## src/rtl/count_ser_pkg.sv

```systemverilog
// Shared types and constants for the count serializer: FSM state encoding,
// frame geometry and the parity helper used when a value is loaded.
package count_ser_pkg;

  localparam int FRAME_BITS = 7;
  localparam int DATA_BITS  = 4;

  typedef enum logic [2:0] {
    ST_IDLE,
    ST_START,
    ST_DATA,
    ST_PARITY,
    ST_STOP
  } ser_state_e;

  typedef logic [DATA_BITS-1:0] data_t;

  function automatic logic even_parity(input data_t d);
    return ^d;
  endfunction

endpackage

```

## src/rtl/count_fifo.sv

```systemverilog
// Capture FIFO for count values. Pointers carry one extra wrap bit so that
// full and empty are distinguished without a separate occupancy counter.
module count_fifo
  import count_ser_pkg::*;
#(
  parameter  int DEPTH = 4,
  localparam int AW    = $clog2(DEPTH)
) (
  input  logic        clk,
  input  logic        reset,
  input  logic        push,
  input  logic        pop,
  input  data_t       wdata,
  output data_t       rdata,
  output logic        full,
  output logic        empty,
  output logic [AW:0] level
);

  data_t       mem_q [DEPTH];
  logic [AW:0] wr_ptr_q;
  logic [AW:0] rd_ptr_q;
  logic        do_push;
  logic        do_pop;

  assign empty = (wr_ptr_q == rd_ptr_q);
  assign full  = (wr_ptr_q[AW] != rd_ptr_q[AW]) &&
                 (wr_ptr_q[AW-1:0] == rd_ptr_q[AW-1:0]);
  assign level = wr_ptr_q - rd_ptr_q;
  assign rdata = mem_q[rd_ptr_q[AW-1:0]];

  // A pop on the same edge frees the slot, so a push to a full FIFO is still taken.
  assign do_pop  = pop && !empty;
  assign do_push = push && (!full || do_pop);

  // NOTE: sequential state is written with non-blocking assignments so every
  // register samples pre-edge values regardless of process ordering.
  always_ff @(posedge clk or posedge reset) begin
    if (reset) begin
      wr_ptr_q <= '0;
      rd_ptr_q <= '0;
    end else begin
      if (do_push) wr_ptr_q <= wr_ptr_q + (AW+1)'(1);
      if (do_pop)  rd_ptr_q <= rd_ptr_q + (AW+1)'(1);
    end
  end

  // NOTE: the storage array has no reset; resetting the pointers already
  // discards its contents, and unreset memory maps onto plain RAM/flops.
  always_ff @(posedge clk) begin
    if (do_push) mem_q[wr_ptr_q[AW-1:0]] <= wdata;
  end

endmodule

```

## src/rtl/count_serializer.sv

```systemverilog
// Captures changes of an upstream 4-bit counter into a FIFO and transmits
// each value as a start / 4 data (LSB first) / even parity / stop frame.
module count_serializer
  import count_ser_pkg::*;
#(
  parameter int CLK_DIV = 4,
  parameter int DEPTH   = 4
) (
  input  logic                     clk,
  input  logic                     reset,
  input  logic [3:0]               count,
  input  logic                     sample_en,
  input  logic                     clr_ovf,
  output logic                     ser_out,
  output logic                     busy,
  output logic                     ovf,
  output logic [$clog2(DEPTH):0]   level
);

  localparam int DIV_W = $clog2(CLK_DIV);
  localparam int BIT_W = $clog2(DATA_BITS);

  ser_state_e       state_q,    state_d;
  logic [DIV_W-1:0] div_q,      div_d;
  logic [BIT_W-1:0] bit_q,      bit_d;
  data_t            shift_q,    shift_d;
  logic             parity_q,   parity_d;
  logic             ser_out_q,  ser_out_d;
  logic             busy_q,     busy_d;
  logic             ovf_q,      ovf_d;
  data_t            last_cap_q, last_cap_d;

  logic  capture;
  logic  div_last;
  logic  fifo_pop;
  logic  fifo_full;
  logic  fifo_empty;
  data_t fifo_rdata;

  count_fifo #(.DEPTH(DEPTH)) u_fifo (
    .clk   (clk),
    .reset (reset),
    .push  (capture),
    .pop   (fifo_pop),
    .wdata (count),
    .rdata (fifo_rdata),
    .full  (fifo_full),
    .empty (fifo_empty),
    .level (level)
  );

  // last_cap follows every capture, including ones dropped on a full FIFO.
  always_comb begin
    capture    = sample_en && (count != last_cap_q);
    last_cap_d = capture ? count : last_cap_q;
    if (capture && fifo_full && !fifo_pop) begin
      ovf_d = 1'b1;
    end else if (clr_ovf) begin
      ovf_d = 1'b0;
    end else begin
      ovf_d = ovf_q;
    end
  end

  // NOTE: every signal driven here gets a default before the case so no
  // path leaves it unassigned, which would otherwise infer a latch.
  always_comb begin
    state_d  = state_q;
    div_d    = div_q;
    bit_d    = bit_q;
    shift_d  = shift_q;
    parity_d = parity_q;
    fifo_pop = 1'b0;
    div_last = (div_q == DIV_W'(CLK_DIV - 1));

    if (state_q != ST_IDLE) begin
      div_d = div_last ? '0 : div_q + DIV_W'(1);
    end

    unique case (state_q)
      ST_IDLE: begin
        if (!fifo_empty) begin
          fifo_pop = 1'b1;
          shift_d  = fifo_rdata;
          parity_d = even_parity(fifo_rdata);
          div_d    = '0;
          state_d  = ST_START;
        end
      end
      ST_START: begin
        if (div_last) begin
          bit_d   = '0;
          state_d = ST_DATA;
        end
      end
      ST_DATA: begin
        if (div_last) begin
          if (bit_q == BIT_W'(DATA_BITS - 1)) begin
            bit_d   = '0;
            state_d = ST_PARITY;
          end else begin
            bit_d   = bit_q + BIT_W'(1);
            shift_d = shift_q >> 1;
          end
        end
      end
      ST_PARITY: begin
        if (div_last) state_d = ST_STOP;
      end
      ST_STOP: begin
        // Chain straight into the next frame when data is already waiting.
        if (div_last) begin
          if (!fifo_empty) begin
            fifo_pop = 1'b1;
            shift_d  = fifo_rdata;
            parity_d = even_parity(fifo_rdata);
            state_d  = ST_START;
          end else begin
            state_d  = ST_IDLE;
          end
        end
      end
      default: state_d = ST_IDLE;
    endcase
  end

  // Outputs are registered from next-state so ser_out changes on the edge
  // that enters each bit, not one cycle later.
  always_comb begin
    busy_d = (state_d != ST_IDLE);
    unique case (state_d)
      ST_START:  ser_out_d = 1'b0;
      ST_DATA:   ser_out_d = shift_d[0];
      ST_PARITY: ser_out_d = parity_d;
      default:   ser_out_d = 1'b1;
    endcase
  end

  always_ff @(posedge clk or posedge reset) begin
    if (reset) begin
      state_q    <= ST_IDLE;
      div_q      <= '0;
      bit_q      <= '0;
      shift_q    <= '0;
      parity_q   <= 1'b0;
      ser_out_q  <= 1'b1;
      busy_q     <= 1'b0;
      ovf_q      <= 1'b0;
      last_cap_q <= '0;
    end else begin
      state_q    <= state_d;
      div_q      <= div_d;
      bit_q      <= bit_d;
      shift_q    <= shift_d;
      parity_q   <= parity_d;
      ser_out_q  <= ser_out_d;
      busy_q     <= busy_d;
      ovf_q      <= ovf_d;
      last_cap_q <= last_cap_d;
    end
  end

  assign ser_out = ser_out_q;
  assign busy    = busy_q;
  assign ovf     = ovf_q;

endmodule
```

## config.mk

```make
export PLATFORM = sky130hd
export DESIGN_NAME = count_serializer
export DESIGN_NICKNAME = d
export VERILOG_FILES = /design/src/rtl/count_ser_pkg.sv /design/src/rtl/count_fifo.sv /design/src/rtl/count_serializer.sv
export SDC_FILE = /design/constraint.sdc
export NUM_CORES = 1
export LEC_CHECK = 0
export CORE_UTILIZATION = 52
export CTS_CLUSTER_SIZE = 8
export DETAILED_ROUTE_END_ITERATION = 6
export PLACE_DENSITY_LB_ADDON = 0.25
export SLEW_MARGIN = 20
export SYNTH_ARGS = -nofsm -noshare
export SYNTH_HDL_FRONTEND = slang
export SYNTH_SLANG_ARGS = --single-unit
```

## constraint.sdc

```tcl
create_clock -name clk -period 2 [get_ports clk]
set_clock_uncertainty 0.15 [all_clocks]
set_input_delay 0.3 -clock clk [delete_from_list [all_inputs] [get_ports clk]]
set_output_delay 0.3 -clock clk [all_outputs]
set_load 0.02 [all_outputs]
```

==> results of run 1 <==
-- layout make-up --
class                           count  area [um^2]
Inverter                           11         41.3
Clock inverter                      1         3.75
Tap cell                           46         57.6
Timing Repair Buffer               39          323
Sequential cell                    41         1110
Fill cell                         270         1020
Multi-Input combinational cell     96          841
Clock buffer                        7         76.3
-- repair_timing --
item / CTS / global route
resized for setup: 13 / 16
setup endpoints to repair: 9 / 28
pin swaps: 2 / 3
buffers inserted: 0 / 2
-- worst min-delay path, cell delays in order --
cell and delay (ns):
clkdlybuf4s50_1 0.40, inv_1 0.05, buf_4 0.31
-- logic make-up (layout without fill, tap and decap cells) --
group / Yosys count / after routing / synth area share, %
DFF: 41 / 41 / 57.0
and+or+nand+nor: 43 / 43 / 11.1
adders and majority gates: 10 / 10 / 6.83
buffers and inverters: 14 / 58 / 2.83
muxes: 9 / 9 / 7.47
AOI/OAI and AO/OA: 20 / 20 / 7.99
xor gates and xnor gates: 14 / 14 / 6.70
-- layout by cell type, fill, tap and decap left out, types with 2 or more instances in the layout --
cell type	synthesis	routed
mux2_2	4	4
xnor2_1	6	6
nor2_1	5	5
ha_1	9	6
nand2_1	16	15
a21oi_1	4	4
clkdlybuf4s50_1	0	10
xor2_1	7	7
inv_1	10	7
mux4_2	4	4
nand3_1	5	5
o31ai_1	2	2
and2_2	0	4
ha_4	0	2
inv_2	1	4
clkbuf_1	0	2
nor3_1	3	3
o21ai_1	4	4
buf_4	0	27
a222oi_1	2	2
clkbuf_8	0	5
edfxtp_1	16	16
dfrtp_1	24	24
-- flip-flops by register name (all words and copies together), names as in the netlist --
name / flops
bit_q: 2
u_fifo.wr_ptr_q: 3
ser_out: 1
parity_q: 1
last_cap_q: 4
u_fifo.mem_q: 16
state_q: 3
div_q: 2
u_fifo.rd_ptr_q: 3
ovf: 1
busy: 1
shift_q: 4
-- path summary, 6_finish.rpt --
kind                                          from          to  slack, ns  cells past startpoint
worst max-delay path            u_fifo.rd_ptr_q[1]    level[1]      0.008                      4
worst min-delay path                         reset  shift_q[2]       0.23                      3
worst max register to register  u_fifo.wr_ptr_q[1]        busy       0.09                      6
worst min register to register          shift_q[0]  shift_q[0]       0.34                      2
max in group asynchronous                    reset     ser_out       1.17                      3
min in group clk                        shift_q[0]  shift_q[0]       0.34                      2
-- where the power goes --
part / internal [mW] / switching, mW / leakage [nW]
clock: 0.243 / 0.249 / 0.0399
combinational: 1.17 / 1.18 / 0.537
sequential: 1.18 / 0.196 / 0.443
-- through the flow --
| step | utilization (%) | std cells | setup slack, ns | hold WS, ns |
|---|---|---|---|---|
| 2_1_floorplan | - | 151 | 0.000135 | 0.177 |
| 3_3_place_gp | 66.2 | 231 | -0.143 | 0.314 |
| 3_5_place_dp | 66.2 | 231 | -0.180 | 0.327 |
| 4_1_cts | 68.9 | 239 | -0.0122 | 0.234 |
| 5_1_grt | 70.6 | 241 | -0.0436 | 0.252 |
| 6_report | 70.6 | 241 | 0.00817 | 0.226 |
-- layer usage --
layer  vias up  global-route usage (%)  share of wire (%)
li1        623                       -                  -
met1       654                    25.1                 41
met2        19                    39.0                 56
met3         6                    4.35                2.5
met4         0                    6.69                1.1
met5         -                       0                  0
==> results_dict.tcl, run 1 <==
set metrics [dict create \
    yosys-top-cells-area "dfrtp_1 (31%), edfxtp_1 (25%), ha_1 (5.8%)" \
    design_area_um2 2450 \
    synth.top_cell.area_share_pct 30.9 \
    wl_per_cell_um 15.5 \
    crit_chain "buf_4 -> fa_2 -> inv_2 -> buf_6" \
    n_antenna_cell 0 \
    ys_ff_latch 41 \
    initial_utilization_pct 56.0 \
    nets 212 \
    fmax_mhz 502 \
    cp-end-kind "primary output" \
    yosysMostFrequentCell "dfrtp_1" \
    worstPathArrival_ns 1.54 \
    syn_area_um2 1940 \
    grt_start_max_net_pins 26 \
    setup_violations 0 \
    drt-initial-drc-count 64 \
    yosysWarnings 0 \
    slew_viol_final 0 \
    peakVddDrop_mv 1.00 \
    slowest_delay_ns 0.56 \
    required_ns 1.55 \
    relSlewSlack_pct 75.1 \
    cp_max_fo 2 \
    synth_edf_count 16 \
    rsz0062_at_grt "yes" \
    synthFlopType "dfrtp_1" \
    powerDensity_nw_per_um2 1720 \
    wl_um 3720 \
    crit_family "adder cells" \
    routed-via-count 1302 \
    cts_hold_buf 0 \
    crit_slowest_cell "fa_2" \
    dp_hpwl_um 2860 \
    layout_min_cycle_time_ns 1.99 \
    clkLatencyLatePin_ns 0.28 \
    cts_tree "built" \
    ant_nets 0 \
    clk_path_buf_depth 2 \
    finalCritPeriodShare_pct 99.6 \
    yosysUniqueCellTypes 41 \
    io_buffer_count 13 \
    power.leakage_nw 1.02 \
    io_pins 14 \
    grt_pass1_wl_um 6430 \
    first_pass_iters 4 \
    status "complete, no violations" \
    yosysSeqAreaShare_pct 57.0 \
    startpoint_type "flip-flop" \
    htreeDepth 2 \
    fp.dieH_um 63.1 \
    antenna_found_initial 0 \
    synth_nets 169 \
    clock-root-buffer "clkbuf_8" \
    hold_class "input port to async pin" \
    place_congestion 0.832 \
    syn_to_final_growth_pct 26.2 \
    viasPerCell 5.40 \
    cap_violations 0 \
    postPlaceCellArea_um2 2300 \
    drive_gt1_share_pct 32.3 \
    worstSetupPathType "flip-flop to primary output" \
    netlist_instances 151 \
    synth_area_leader_cell "dfrtp_1" \
    finalHoldViolCount 0 \
    finalSetupTns_ns 0 \
    die_w_um 63.1 \
    clock-sinks 41 \
    power_mw 4.22 \
    cts_made_buffers 5 \
    grt_util_all_layers_pct 21.4 \
    cp.buffers_inverters 3 \
    syn_avg_cell_area_um2 12.9 \
    drc 0 \
    grt_remaining_overflow 0 \
    clk_pin_slew_ns 0.08 \
    worst_pin_slew_ns 0.369 \
    async_flop_share_pct 61.0 \
    grt_pass1_vias 1388 \
    rows 21 \
    coreArea_um2 3470 \
    synthTopCellsByCount "dfrtp_1 (24), edfxtp_1 (16), nand2_1 (16)" \
    dieArea_um2 3980 \
]
Power figures use the tool's default switching activity.
==> inputs of run 2 (changes only) <==
--- a/config.mk
+++ b/config.mk
@@ -5,6 +5,7 @@
 export SDC_FILE = /design/constraint.sdc
 export NUM_CORES = 1
 export LEC_CHECK = 0
+export CAP_MARGIN = 10
 export CORE_UTILIZATION = 52
 export CTS_CLUSTER_SIZE = 8
 export DETAILED_ROUTE_END_ITERATION = 6
==> results of run 2 <==
No change in the layout: final DEF, timing and power equal those of run 1.
==> inputs of run 3 (changes only) <==
--- a/config.mk
+++ b/config.mk
@@ -6,7 +6,8 @@
 export NUM_CORES = 1
 export LEC_CHECK = 0
 export CAP_MARGIN = 10
-export CORE_UTILIZATION = 52
+export CORE_ASPECT_RATIO = 2
+export CORE_UTILIZATION = 32
 export CTS_CLUSTER_SIZE = 8
 export DETAILED_ROUTE_END_ITERATION = 6
 export PLACE_DENSITY_LB_ADDON = 0.25
==> run 3 against run 2 <==
  * Cell area increased by 4.7%
  * Combinational power about the same
  * Worst hold slack got worse by 0.0022 ns
  * Sequential share of layout area decreased by 2.0 points
  * Final cell count increased by 7.1%
  * Die area increased by 61%
  * Register-to-register slack got worse by 0.04 ns
  * Sequential cell count unchanged
  * Via count decreased by 1.9%
  * Clock-buffer cell count decreased by 2
  * Critical endpoint unchanged
==> results_dict.tcl, run 3 (synthesis results as in run 1) <==
set metrics [dict create \
    r2r_cells 7 \
    crit_cells 4 \
    postPlaceCellArea_um2 2340 \
    place_ws_ns -0.262 \
    htreeDepth 2 \
    antenna_found_initial 0 \
    cp.buffers_inverters 2 \
    worstPathArrival_ns 1.54 \
    post_cts_buffers 0 \
    crit_chain "ha_4 -> fa_2 -> inv_1 -> buf_6" \
    layout_common_cells "buf_4 (29), dfrtp_1 (24), edfxtp_1 (16)" \
    fmax_mhz 503 \
    regArea_um2 1110 \
    fp.dieH_um 112 \
    crit_family "adder cells" \
    coreArea_um2 5760 \
    slowest_delay_ns 0.51 \
    io_pins 14 \
    status "complete, no violations" \
    cap_violations 0 \
    dr_wl_met3_um 82 \
    peakVddDrop_mv 0.898 \
    cp-end-kind "primary output" \
    wl_met2_um 2270 \
    wl_um 3810 \
    cp_max_fo 2 \
    n_antenna_cell 0 \
    met1_length_um 1370 \
    dieArea_um2 6400 \
    wl_per_cell_um 14.8 \
    grt_pass1_vias 1397 \
    dr.max_layer_used "met4" \
    drt-initial-drc-count 34 \
    power_mw 4.63 \
    finalHoldViolCount 0 \
    drive_gt1_share_pct 34.0 \
    placed_cells 250 \
    place_congestion 0.725 \
    rows 39 \
    startpoint_type "flip-flop" \
    required_ns 1.55 \
    rsz0062_at_grt "yes" \
    worstSetupPathType "flip-flop to primary output" \
    die_w_um 57.1 \
    dp_hpwl_um 2890 \
    first_pass_iters 4 \
    design_area_um2 2570 \
    routed-via-count 1277 \
    stdcell_count 258 \
    grt_remaining_overflow 0 \
    io_buffer_count 13 \
    relSlewSlack_pct 70.2 \
    cts_made_buffers 5 \
    grt_pass1_wl_um 6440 \
    worst_pin_slew_ns 0.444 \
    syn_to_final_growth_pct 32.2 \
    grt_start_max_net_pins 26 \
    cts_tree "built" \
    drc 0 \
    mostFrequentLayoutCell "buf_4" \
    hold_class "input port to async pin" \
    ant_nets 0 \
    setup_slack_ns 0.0124 \
    clk_pin_slew_ns 0.06 \
    fillCellCount 553 \
    clk_path_buf_depth 2 \
    powerDensity_nw_per_um2 1800 \
    nets 214 \
    clock-sinks 41 \
    whs_ns 0.224 \
    clock-root-buffer "clkbuf_16" \
    layout_min_cycle_time_ns 1.99 \
    initial_utilization_pct 33.7 \
    finalCritPeriodShare_pct 99.4 \
    largest_register_ffs 16 \
    multiInputGateArea_um2 832 \
    setup_violations 0 \
    grt_util_all_layers_pct 13.6 \
    clkLatencyLatePin_ns 0.29 \
    slew_viol_final 0 \
    crit_slowest_cell "fa_2" \
    power.leakage_nw 1.07 \
    viasPerCell 4.95 \
]
[run 3: worst register-to-register path: stages, from the launching register on]
cell and delay (ns):
dfrtp_1 0.37, buf_4 0.14, ha_4 0.26, nand2_2 0.07
o211ai_1 0.19, a21oi_2 0.09, or2_1 0.24, or3_1 0.30
[run 3: path summary, 6_finish.rpt]
check                      slack, ns            endpoint                from
max in group asynchronous       1.17             ser_out               reset
max reg2reg                     0.05                busy  u_fifo.wr_ptr_q[1]
min in group clk                0.33          shift_q[0]          shift_q[0]
min                             0.22  u_fifo.rd_ptr_q[2]               reset
max                             0.01            level[1]  u_fifo.rd_ptr_q[0]
min reg2reg                     0.33          shift_q[0]          shift_q[0]
[run 3: cell type report]
class	count	area share (%)
clock buffers	5	4.88
clock inverters	3	1.80
inverters	11	1.61
multi-input cells	96	32.4
flip-flops and latches	41	43.1
well taps	61	2.97
repair buffers	41	13.2
[run 3: stage by stage]
stage	setup TNS, ns	utilization [%]
floorplan	0	-
global placement	-3.41	40.7
detailed placement	-4.50	40.7
CTS	-0.0424	43.9
global route	-0.0679	44.6
finish	0	44.6
[run 3: timing repair]
action	CTS	global route
resized for setup	13	14
hold buffers	0	0
setup endpoints to repair	7	24
pin swaps	2	0
[run 3: report_power, final]
group          switching, mW  leakage [nW]  internal [mW]  total [mW]
Sequential             0.189         0.443           1.18        1.37
Clock                  0.344        0.0800          0.591       0.935
Combinational           1.16         0.543           1.16        2.32
[run 3: metal layers]
| layer | GRT usage, % | up-vias |
|---|---|---|
| met3 | 3.11 | 5 |
| met5 | 0 | - |
| met1 | 12.6 | 635 |
| met2 | 26.0 | 13 |
| met4 | 7.80 | 0 |
| li1 | - | 624 |
